===== config.mk =====
export PLATFORM = sky130hd
export DESIGN_NAME = ps2_key_rx
export DESIGN_NICKNAME = d
export VERILOG_FILES = /design/src/rtl/ps2_pkg.sv /design/src/rtl/ps2_line_filter.sv /design/src/rtl/ps2_key_rx.sv
export SDC_FILE = /design/constraint.sdc
export NUM_CORES = 1
export LEC_CHECK = 0
export ABC_AREA = 1
export CORE_MARGIN = 5
export CORE_UTILIZATION = 25
export DETAILED_ROUTE_END_ITERATION = 8
export PLACE_DENSITY_LB_ADDON = 0.08
export SLEW_MARGIN = 20
export SYNTH_ARGS = -nofsm -noshare
export SYNTH_HDL_FRONTEND = slang
export SYNTH_HIERARCHICAL = 1
export SYNTH_SLANG_ARGS = --single-unit

===== constraint.sdc =====
create_clock -name clk_sys -period 1.75 [get_ports clk_sys]
set_input_delay 0.4375 -clock clk_sys [delete_from_list [all_inputs] [get_ports clk_sys]]
set_output_delay 0.4375 -clock clk_sys [all_outputs]
set_load 0.1 [all_outputs]

===== src/rtl/ps2_pkg.sv =====
// rtl/ps2_pkg.sv - shared constants, key-word layout and frame states for the PS/2 receiver
package ps2_pkg;

  localparam logic [7:0] CODE_E0 = 8'hE0;
  localparam logic [7:0] CODE_F0 = 8'hF0;
  localparam logic [7:0] CODE_E1 = 8'hE1;

  localparam int KEY_TOG = 10;
  localparam int KEY_PRS = 9;
  localparam int KEY_EXT = 8;

  localparam logic [2:0] PAUSE_SKIP = 3'd7;

  typedef enum logic [1:0] {
    ST_IDLE,
    ST_DATA,
    ST_PARITY,
    ST_STOP
  } frame_state_e;

  // Keyboard status/ack bytes that never map to a key.
  function automatic logic is_discard(input logic [7:0] code);
    return (code == 8'h00) || (code == 8'hAA) || (code == 8'hEE) ||
           (code == 8'hFA) || (code == 8'hFC) || (code == 8'hFE) ||
           (code == 8'hFF);
  endfunction

endpackage


===== src/rtl/ps2_line_filter.sv =====
// rtl/ps2_line_filter.sv - 2-FF synchroniser plus FILTER-sample glitch filter for one PS/2 line
module ps2_line_filter #(
  parameter int FILTER = 8
) (
  input  logic clk_sys,
  input  logic reset_n,
  input  logic line,
  output logic level
);

  localparam int CW = $clog2(FILTER + 1);

  logic          meta_q;
  logic          sync_q;
  logic          level_q;
  logic [CW-1:0] cnt_q;

  // Lines idle high, so the filtered level resets to 1.
  always_ff @(posedge clk_sys) begin
    if (!reset_n) begin
      meta_q  <= 1'b1;
      sync_q  <= 1'b1;
      level_q <= 1'b1;
      cnt_q   <= '0;
    end else begin
      meta_q <= line;
      sync_q <= meta_q;
      if (sync_q != level_q) begin
        if (cnt_q == CW'(FILTER - 1)) begin
          level_q <= sync_q;
          cnt_q   <= '0;
        end else begin
          cnt_q <= cnt_q + CW'(1);
        end
      end else begin
        cnt_q <= '0;
      end
    end
  end

  assign level = level_q;

endmodule


===== src/rtl/ps2_key_rx.sv =====
// rtl/ps2_key_rx.sv - PS/2 frame receiver folding E0/F0/E1 prefixes into ps2_key events
module ps2_key_rx
  import ps2_pkg::*;
#(
  parameter int FILTER  = 8,
  parameter int TIMEOUT = 100000
) (
  input  logic        clk_sys,
  input  logic        reset_n,
  input  logic        ps2_clk,
  input  logic        ps2_data,
  output logic [10:0] ps2_key,
  output logic        key_stb,
  output logic        err
);

  localparam int TW = $clog2(TIMEOUT + 1);

  logic clk_f;
  logic data_f;

  ps2_line_filter #(.FILTER(FILTER)) u_clk_filter (
    .clk_sys (clk_sys),
    .reset_n (reset_n),
    .line    (ps2_clk),
    .level   (clk_f)
  );

  ps2_line_filter #(.FILTER(FILTER)) u_data_filter (
    .clk_sys (clk_sys),
    .reset_n (reset_n),
    .line    (ps2_data),
    .level   (data_f)
  );

  frame_state_e  state_q, state_d;
  logic [2:0]    bit_cnt_q, bit_cnt_d;
  logic [7:0]    shift_q, shift_d;
  logic          parity_q, parity_d;
  logic          ext_q, ext_d;
  logic          brk_q, brk_d;
  logic [2:0]    skip_q, skip_d;
  logic [TW-1:0] tmo_q, tmo_d;
  logic [10:0]   key_q, key_d;
  logic          stb_q, stb_d;
  logic          err_q, err_d;
  logic          clk_prev_q;

  logic fall_w;
  logic edge_w;
  logic byte_ok_w;

  assign fall_w    = clk_prev_q & ~clk_f;
  assign edge_w    = clk_prev_q ^ clk_f;
  assign byte_ok_w = data_f & (^{shift_q, parity_q});

  always_ff @(posedge clk_sys) begin
    if (!reset_n) begin
      state_q    <= ST_IDLE;
      bit_cnt_q  <= '0;
      shift_q    <= '0;
      parity_q   <= 1'b0;
      ext_q      <= 1'b0;
      brk_q      <= 1'b0;
      skip_q     <= '0;
      tmo_q      <= '0;
      key_q      <= '0;
      stb_q      <= 1'b0;
      err_q      <= 1'b0;
      clk_prev_q <= 1'b1;
    end else begin
      state_q    <= state_d;
      bit_cnt_q  <= bit_cnt_d;
      shift_q    <= shift_d;
      parity_q   <= parity_d;
      ext_q      <= ext_d;
      brk_q      <= brk_d;
      skip_q     <= skip_d;
      tmo_q      <= tmo_d;
      key_q      <= key_d;
      stb_q      <= stb_d;
      err_q      <= err_d;
      clk_prev_q <= clk_f;
    end
  end

  always_comb begin
    state_d   = state_q;
    bit_cnt_d = bit_cnt_q;
    shift_d   = shift_q;
    parity_d  = parity_q;
    ext_d     = ext_q;
    brk_d     = brk_q;
    skip_d    = skip_q;
    key_d     = key_q;
    stb_d     = 1'b0;
    err_d     = 1'b0;
    tmo_d     = (edge_w || state_q == ST_IDLE) ? '0 : tmo_q + TW'(1);

    // A clock edge restarts the watchdog, so it only fires on a stalled line.
    if (state_q != ST_IDLE && !edge_w && tmo_q == TW'(TIMEOUT)) begin
      err_d     = 1'b1;
      state_d   = ST_IDLE;
      bit_cnt_d = '0;
      ext_d     = 1'b0;
      brk_d     = 1'b0;
      tmo_d     = '0;
    end else if (fall_w) begin
      case (state_q)
        ST_IDLE: begin
          if (!data_f) begin
            state_d   = ST_DATA;
            bit_cnt_d = '0;
          end else begin
            err_d = 1'b1;
          end
        end
        ST_DATA: begin
          shift_d   = {data_f, shift_q[7:1]};
          bit_cnt_d = bit_cnt_q + 3'd1;
          if (bit_cnt_q == 3'd7) state_d = ST_PARITY;
        end
        ST_PARITY: begin
          parity_d = data_f;
          state_d  = ST_STOP;
        end
        ST_STOP: begin
          state_d = ST_IDLE;
          if (!byte_ok_w) begin
            err_d = 1'b1;
            ext_d = 1'b0;
            brk_d = 1'b0;
          end else if (skip_q != '0) begin
            skip_d = skip_q - 3'd1;
          end else if (shift_q == CODE_E0) begin
            ext_d = 1'b1;
          end else if (shift_q == CODE_F0) begin
            brk_d = 1'b1;
          end else if (shift_q == CODE_E1) begin
            skip_d = PAUSE_SKIP;
          end else if (is_discard(shift_q)) begin
            ext_d = 1'b0;
            brk_d = 1'b0;
          end else begin
            key_d          = {~key_q[KEY_TOG], 2'b00, shift_q};
            key_d[KEY_PRS] = ~brk_q;
            key_d[KEY_EXT] = ext_q;
            stb_d          = 1'b1;
            ext_d          = 1'b0;
            brk_d          = 1'b0;
          end
        end
        default: state_d = ST_IDLE;
      endcase
    end
  end

  assign ps2_key = key_q;
  assign key_stb = stb_q;
  assign err     = err_q;

endmodule


==> results of run 1 <==
## cell type report
class / count / share of cell area, %
clock inverters: 6 / 1.296
flip-flops and latches: 64 / 28.10
clock buffers: 10 / 4.939
repair buffers: 74 / 17.30
multi-input cells: 296 / 39.41
well taps: 168 / 4.534
inverters: 54 / 4.426
## cell usage after synthesis, types with 3 or more instances
library cell   n
nand3_1       22
dfxtp_1       64
nand2_1       75
nor2_1        49
o21ai_0       19
a21oi_1       27
nor2_2         9
nor3_1        24
inv_2          9
nand3_2        5
buf_4          3
or2_2          7
nand4_1       11
ha_1          13
o21ai_1        5
nand2_2        6
nor3_2         3
inv_1         45
o21ai_2        6
## what timing repair did
item | in CTS | in global routing
setup buffers | 0 | 10
cloned | 1 | 1
gates resized for setup | 38 | 58
pin swaps | 8 | 21
setup endpoints to repair | 41 | 45
## flip-flops by register name, indices dropped and copies added (netlist names), 2 cells and up
register and count:
skip_q 3, bit_cnt_q 3, u_clk_filter/cnt_q 4, ps2_key 11
state_q 2, tmo_q 17, u_data_filter/cnt_q 4, shift_q 8
## metal layers
| metal | part of all wire [%] | vias up |
|---|---|---|
| li1 | - | 1534 |
| met1 | 51 | 1312 |
| met3 | 2.8 | 9 |
| met4 | 1.9 | 0 |
| met2 | 44 | 22 |
| met5 | 0 | - |
## cells by family after synthesis
kind of cell	count (synthesis)	share of synthesized area (%)
xor gates and xnor gates	2	0.5601
and+or+nand+nor	218	33.88
DFF	64	40.96
adders and majority gates	13	5.200
AOI/OAI and AO/OA	63	11.24
buffers and inverters	62	8.160
## stage by stage
step	hold slack, ns	worst slack [ns]	utilization (%)
final	0.4118	0.007482	38.12
after global routing	0.4372	-0.1579	38.12
after CTS	0.4128	-0.06574	35.99
after detailed placement	0.3985	-0.2148	32.53
after global placement	0.3954	-0.09641	32.53
after floorplan	0.3925	0.002824	-
## critical path: cells and delay by family, from the launching register on
| family | cells | cell delay, ns |
|---|---|---|
| and+or+nand+nor | 6 | 0.72 |
| DFF | 1 | 0.33 |
| adders and majority gates | 1 | 0.26 |
| buffers and inverters | 3 | 0.24 |
| AOI/OAI and AO/OA | 1 | 0.13 |
## power by group through the flow
stage / combinational [µW] / sequential, µW / clock, µW
after global placement: 52.5 / 1500 / 0
final: 57.6 / 1460 / 1750
after CTS: 57.6 / 1470 / 1820
after global routing: 65.1 / 1460 / 1890
after floorplan: 28.8 / 1500 / 0
after detailed placement: 52.7 / 1500 / 0
## worst max path at each step
stage | endpoint | depth (start not counted) | startpoint | slack (ns)
after global placement | ps2_key[1] | 12 | u_clk_filter/level | -0.1
after global routing | skip_q[2] | 11 | u_clk_filter/level | -0.16
after floorplan | tmo_q[14] | 12 | u_clk_filter/level | 0.003
final | skip_q[2] | 11 | u_clk_filter/level | 0.007
after CTS | shift_q[0] | 12 | u_clk_filter/level | -0.07
after detailed placement | ps2_key[1] | 12 | u_clk_filter/level | -0.21
==> results.md, run 1 <==
- Synth area leaders: dfxtp_1 (41%), nand2_1 (9.0%), nor2_1 (5.9%), inv_1 (5.4%), ha_1 (5.2%)
- Hold_sp: u_clk_filter/meta_q
- Status: complete, no violations
- All-Layer GR Usage: 11.41%
- Async SR Flop Fraction: 0%
- Area Overhead vs Synth: 48.20%
- Register share of total power: 44.6%
- Fmax: 573.9 MHz
- RSZ-0062 raised after global routing: true
- Synthesized area per cell: 7.412 µm²
- Cell area after placement: 0.003956 mm²
- Post-detail-place hpwl: 5770 µm
- WP data arrival: 2.01 ns
- First-pass GRT wire length: 13,250 µm
- TritonRoute pass-1 iters: 4
- I/O Buffers: 16
- Commonest non-fill, non-tap cell in the layout: nand2_1
- Synth warn: 6
- Post-Syn Area: 0.003128 mm²
- Cts hold-fix bufs: 0
- Most frequent cells in the layout: nand2_1 (66), dfxtp_1 (53), buf_4 (49)
- Total leakage power: 0.001865 µW
- Top_reg_cell synth: dfxtp_1
- Initial antenna violation count: 0
- Max VDD drop: 364.6 µV
- Fin crit share: 99.57%
- Max_cap viols: 0
- Via-per-instance ratio: 4.281
- Final hold violations: 0
- Chip height: 121.9 µm
- Min-Delay Path Class: flip-flop to flip-flop
- Met3 Usage GRT: 2.786%
- Fin. max-slew vios: 0
- H-tree Lvls: 3
- Vias in the first global route: 2,763
- Fin crit period: 1.743 ns
- Width of the die: 121.9 µm
- Post-synth EDFFs: 0
- Worst Reg-to-Reg Cells: 11
- Fin Clk Skew: 0.005578 ns
- Yosys cell types: 34
- Fin Setup TNS: 0 ns
- Placed cell count: 645
- Gp weighted congestion: 0.7173
- Worst Path Max Fanout: 4
- M2 GR Usage: 16.71%
- R2r startpoint: u_clk_filter/level
- Area of the multi-input gates: 0.001827 mm²
- P_sw: 695.7 µW
- Slew HR: 76.75%
- Clock Path Buffers: 2
- CTS sink count: 64
- Sequential area share after synthesis: 40.96%
- Routed WL per cell: 11.54 µm
- Reg2Reg Setup Slack: 0.007 ns
- Root buf cell: clkbuf_16
- Startpoint Class: flip-flop
- RR Endpoint: skip_q[2]
- Fillers: 1,276
- Die ar.: 0.01485 mm²
- First DRT Iteration DRCs: 118
- Syn Inst Count: 422
- PwrDens: 706.3 mW/mm²
- GRT overflow: 0
- Most used routing layer in global routing: met2
- Via count of the routed design: 2,877
- Core Rows: 40
- Critical-path cell list: inv_2, ha_4, inv_2, nor2_4, nand4_1, nor3_2, nor2_1, nand4_1, buf_4, nand2_2, a21oi_1
- Final #Nets: 516
- Worst Setup End Kind: flip-flop
- Clock network fraction of total power: 53.6%
- Register area: 0.001303 mm²
- DRT Wirelength: 7754 µm
- Critical setup path kind: flip-flop to flip-flop
- ANT nets after route: 0
- CP max stage cell: dfxtp_2
- Worst hold path depth: 1
- Pin count of the biggest net entering global routing: 21
- Antenna cells: 0
- Synth Register Bits: 64
- Most area-hungry cell type in the Yosys netlist: dfxtp_1
- Syn Nets: 439
- Net switching fraction of the power: 21.25%
- Final Setup Violations: 0
- WHS Endpoint: u_clk_filter/sync_q
- Worst-margin pin slew: 0.3451 ns
- Total power: 3274 µW
- Clock Pin Slew Worst Setup and Hold Paths: 0.05 ns
- Critical Path RT: 2.01 ns
- Worst path max stage delay: 0.33 ns
- GR Layer Usage met1: 15.40%
- Clock latency on the worst-skew pair: 0.33 ns
- Pint: 2579 µW
- Combinational power share: 1.8%
- Share of layout cells above drive strength 1: 38.89%
- Num ports: 17
- Non-filler instance count after layout: 672
- Num CTS Buffers: 9
- TritonCTS clock tree: yes
- CORE AREA: 0.01216 mm²
- DRC: 0
- Initial Util: 25.72%
- Top cell type's share of synthesized area: 40.96%
- Layout Cell Area excl Fill: 0.004636 mm²
(Power assumes the default switching activity.)
==> run 2: changes to the inputs <==
Settings changed: CAP_MARGIN from default to 15, PLACE_DENSITY_LB_ADDON 0.08 to default.
==> results.md, run 2 (synthesis gave the netlist of run 1 again) <==
- Startpoint Class: flip-flop (unchanged)
- Placed cell count: 635 (was 645)
- Via-per-instance ratio: 4.414 (was 4.281)
- Max VDD drop: 307.9 µV (was 364.6 µV)
- All-Layer GR Usage: 10.63% (was 11.41%)
- Layout Cell Area excl Fill: 0.004574 mm² (was 0.004636 mm²)
- Vias in the first global route: 2,886 (was 2,763)
- Worst Reg-to-Reg Cells: 12 (was 11)
- P_sw: 687.1 µW (was 695.7 µW)
- Most frequent cells in the layout: nand2_1 (71), dfxtp_1 (53), nor2_1 (45) (was nand2_1 (66), dfxtp_1 (53), buf_4 (49))
- Commonest non-fill, non-tap cell in the layout: nand2_1 (unchanged)
- Register share of total power: 43.7% (was 44.6%)
- Clock latency on the worst-skew pair: 0.34 ns (was 0.33 ns)
- Max_cap viols: 0 (unchanged)
- Final Setup Violations: 0 (unchanged)
- Root buf cell: clkbuf_16 (unchanged)
- Post-detail-place hpwl: 5125 µm (was 5770 µm)
- Area Overhead vs Synth: 46.24% (was 48.20%)
- Initial Util: 25.72% (unchanged)
- Num CTS Buffers: 9 (unchanged)
- Worst path max stage delay: 0.33 ns (about the same)
- Worst hold slack: 0.4041 ns (was 0.4118 ns)
- GRT overflow: 0 (unchanged)
- Pint: 2663 µW (was 2579 µW)
- CP bufs+invs: 3 (unchanged)
- Fin crit share: 98.76% (was 99.57%)
- Crit-path leading delay family: simple AND/OR/NAND/NOR gates (unchanged)
- Cts hold-fix bufs: 0 (unchanged)
- WP data arrival: 1.96 ns (was 2.01 ns)
- Via count of the routed design: 2,935 (was 2,877)
- Non-filler instance count after layout: 665 (was 672)
- H-tree Lvls: 3 (unchanged)
- Final hold violations: 0 (unchanged)
- First DRT Iteration DRCs: 169 (was 118)
- I/O Buffers: 16 (unchanged)
- CTS sink count: 64 (unchanged)
- Status: complete, no violations (unchanged)
- Initial antenna violation count: 0 (unchanged)
- Clock Path Buffers: 2 (unchanged)
- Combinational power share: 1.9% (was 1.8%)
- R2r startpoint: u_clk_filter/level (unchanged)
- Critical setup path kind: flip-flop to flip-flop (unchanged)
- TritonCTS clock tree: yes (unchanged)
- Share of layout cells above drive strength 1: 36.22% (was 38.89%)
- Crit. Startpoint: u_clk_filter/level (unchanged)
- Core Rows: 40 (unchanged)
- Min-Delay Path Class: flip-flop to flip-flop (unchanged)
- Fin Clk Skew: 0.01173 ns (was 0.005578 ns)
- Clock Pin Slew Worst Setup and Hold Paths: 0.06 ns (was 0.05 ns)
- Die ar.: 0.01485 mm² (unchanged)
- First-pass GRT wire length: 12,810 µm (was 13,250 µm)
- DRC: 0 (unchanged)
- Pin count of the biggest net entering global routing: 20 (was 21)
- Largest register by flop count: tmo_q (unchanged)
- PwrDens: 732.3 mW/mm² (was 706.3 mW/mm²)
- Antenna cells: 0 (unchanged)
- Num ports: 17 (unchanged)
- RR Endpoint: skip_q[1] (was skip_q[2])
- Worst Path Max Fanout: 4 (unchanged)
- Cell area after placement: 0.003881 mm² (was 0.003956 mm²)
- Width of the die: 121.9 µm (unchanged)
- Fmax: 578.6 MHz (was 573.9 MHz)
- Final #Nets: 510 (was 516)
- Reg2Reg Setup Slack: 0.02 ns (was 0.007 ns)
- ANT nets after route: 0 (unchanged)
- RSZ-0062 raised after global routing: true (unchanged)
- DRT Wirelength: 7560 µm (was 7754 µm)
- CORE AREA: 0.01216 mm² (unchanged)
- Crit. path cell count: 12 (was 11)
- Total leakage power: 0.001812 µW (was 0.001865 µW)
- Worst-margin pin slew: 0.4581 ns (was 0.3451 ns)
- Worst Setup End Kind: flip-flop (unchanged)
- Gp weighted congestion: 0.8225 (was 0.7173)
- Largest register FFs: 17 (unchanged)
- Routed WL per cell: 11.37 µm (was 11.54 µm)
- CP max stage cell: dfxtp_2 (unchanged)
- Final design utilization: 37.61% (was 38.12%)
- Fin crit period: 1.728 ns (was 1.743 ns)
- Clock network fraction of total power: 54.5% (was 53.6%)
- Slew HR: 69.42% (was 76.75%)
- Critical Path RT: 1.98 ns (was 2.01 ns)
- TritonRoute pass-1 iters: 4 (unchanged)
- Worst setup endpoint: skip_q[1] (was skip_q[2])
- Fin. max-slew vios: 0 (unchanged)
- Critical-path cell list: inv_2, ha_4, inv_2, nor2_4, nand4_1, nor3_2, nor2_1, nand4_1, buf_4, nand2_1, nand2_1, a21oi_1 (was inv_2, ha_4, inv_2, nor2_4, nand4_1, nor3_2, nor2_1, nand4_1, buf_4, nand2_2, a21oi_1)
- Net switching fraction of the power: 20.51% (was 21.25%)
- Chip height: 121.9 µm (unchanged)
==> run 2: cell types whose count changed in the layout (fill, tap and decap cells not counted), sizes merged <==
cell / before / now
buf: 71 / 64
clkbuf: 10 / 11
clkinv: 3 / 1
nor2: 59 / 60
==> run 2: power groups by stage <==
stage / Combinational (µW) / Clock [µW] / Sequential, µW
floorplan: 28.8 / 0 / 1500
detailed placement: 54.5 / 0 / 1500
global placement: 54.7 / 0 / 1500
global route: 68.4 / 1940 / 1460
CTS: 58.0 / 1870 / 1470
finish: 62.3 / 1820 / 1460
==> run 2: how the worst min path moves through the flow <==
| stage | start | endpoint | slack, ns | depth (start not counted) |
|---|---|---|---|---|
| after detailed placement | u_clk_filter/meta_q | u_clk_filter/sync_q | 0.40 | 1 |
| after CTS | u_clk_filter/meta_q | u_clk_filter/sync_q | 0.41 | 1 |
| final | u_data_filter/meta_q | u_data_filter/sync_q | 0.40 | 1 |
| after floorplan | u_clk_filter/meta_q | u_clk_filter/sync_q | 0.39 | 1 |
| after global routing | u_data_filter/meta_q | u_data_filter/sync_q | 0.44 | 1 |
| after global placement | u_data_filter/meta_q | u_data_filter/sync_q | 0.40 | 1 |
==> run 2: what timing repair did <==
action | in CTS | in global routing
setup buffers | 6 | 6
pin swaps | 9 | 21
cloned | 2 | 1
endpoints found under the hold margin | 0 | 0
setup endpoints to repair | 39 | 49
gates resized for setup | 23 | 60
==> run 2: final cells by class <==
cell class	count	area (µm²)
repair buffers	67	753.2
well taps	168	210.2
inverters	54	202.7
fillers	1230	7587
clock inverters	4	53.80
flip-flops and latches	64	1300
multi-input cells	297	1802
clock buffers	11	252.7
==> run 2: per-layer routing <==
metal | track usage, % | vias to the layer above | share of wire, %
met5 | 0 | - | 0
met4 | 4.622 | 0 | 2.0
met3 | 2.971 | 15 | 3.5
met2 | 18.16 | 45 | 50
met1 | 12.42 | 1349 | 44
li1 | - | 1526 | -
==> run 2: stage by stage <==
stage	setup slack (ns)	setup TNS [ns]	power, µW
after floorplan	0.002824	0	1526
after global placement	-0.06512	-0.7562	1553
after detailed placement	-0.2158	-4.075	1552
after CTS	-0.01449	-0.07058	3395
after global routing	-0.1273	-2.800	3469
final	0.02162	0	3350
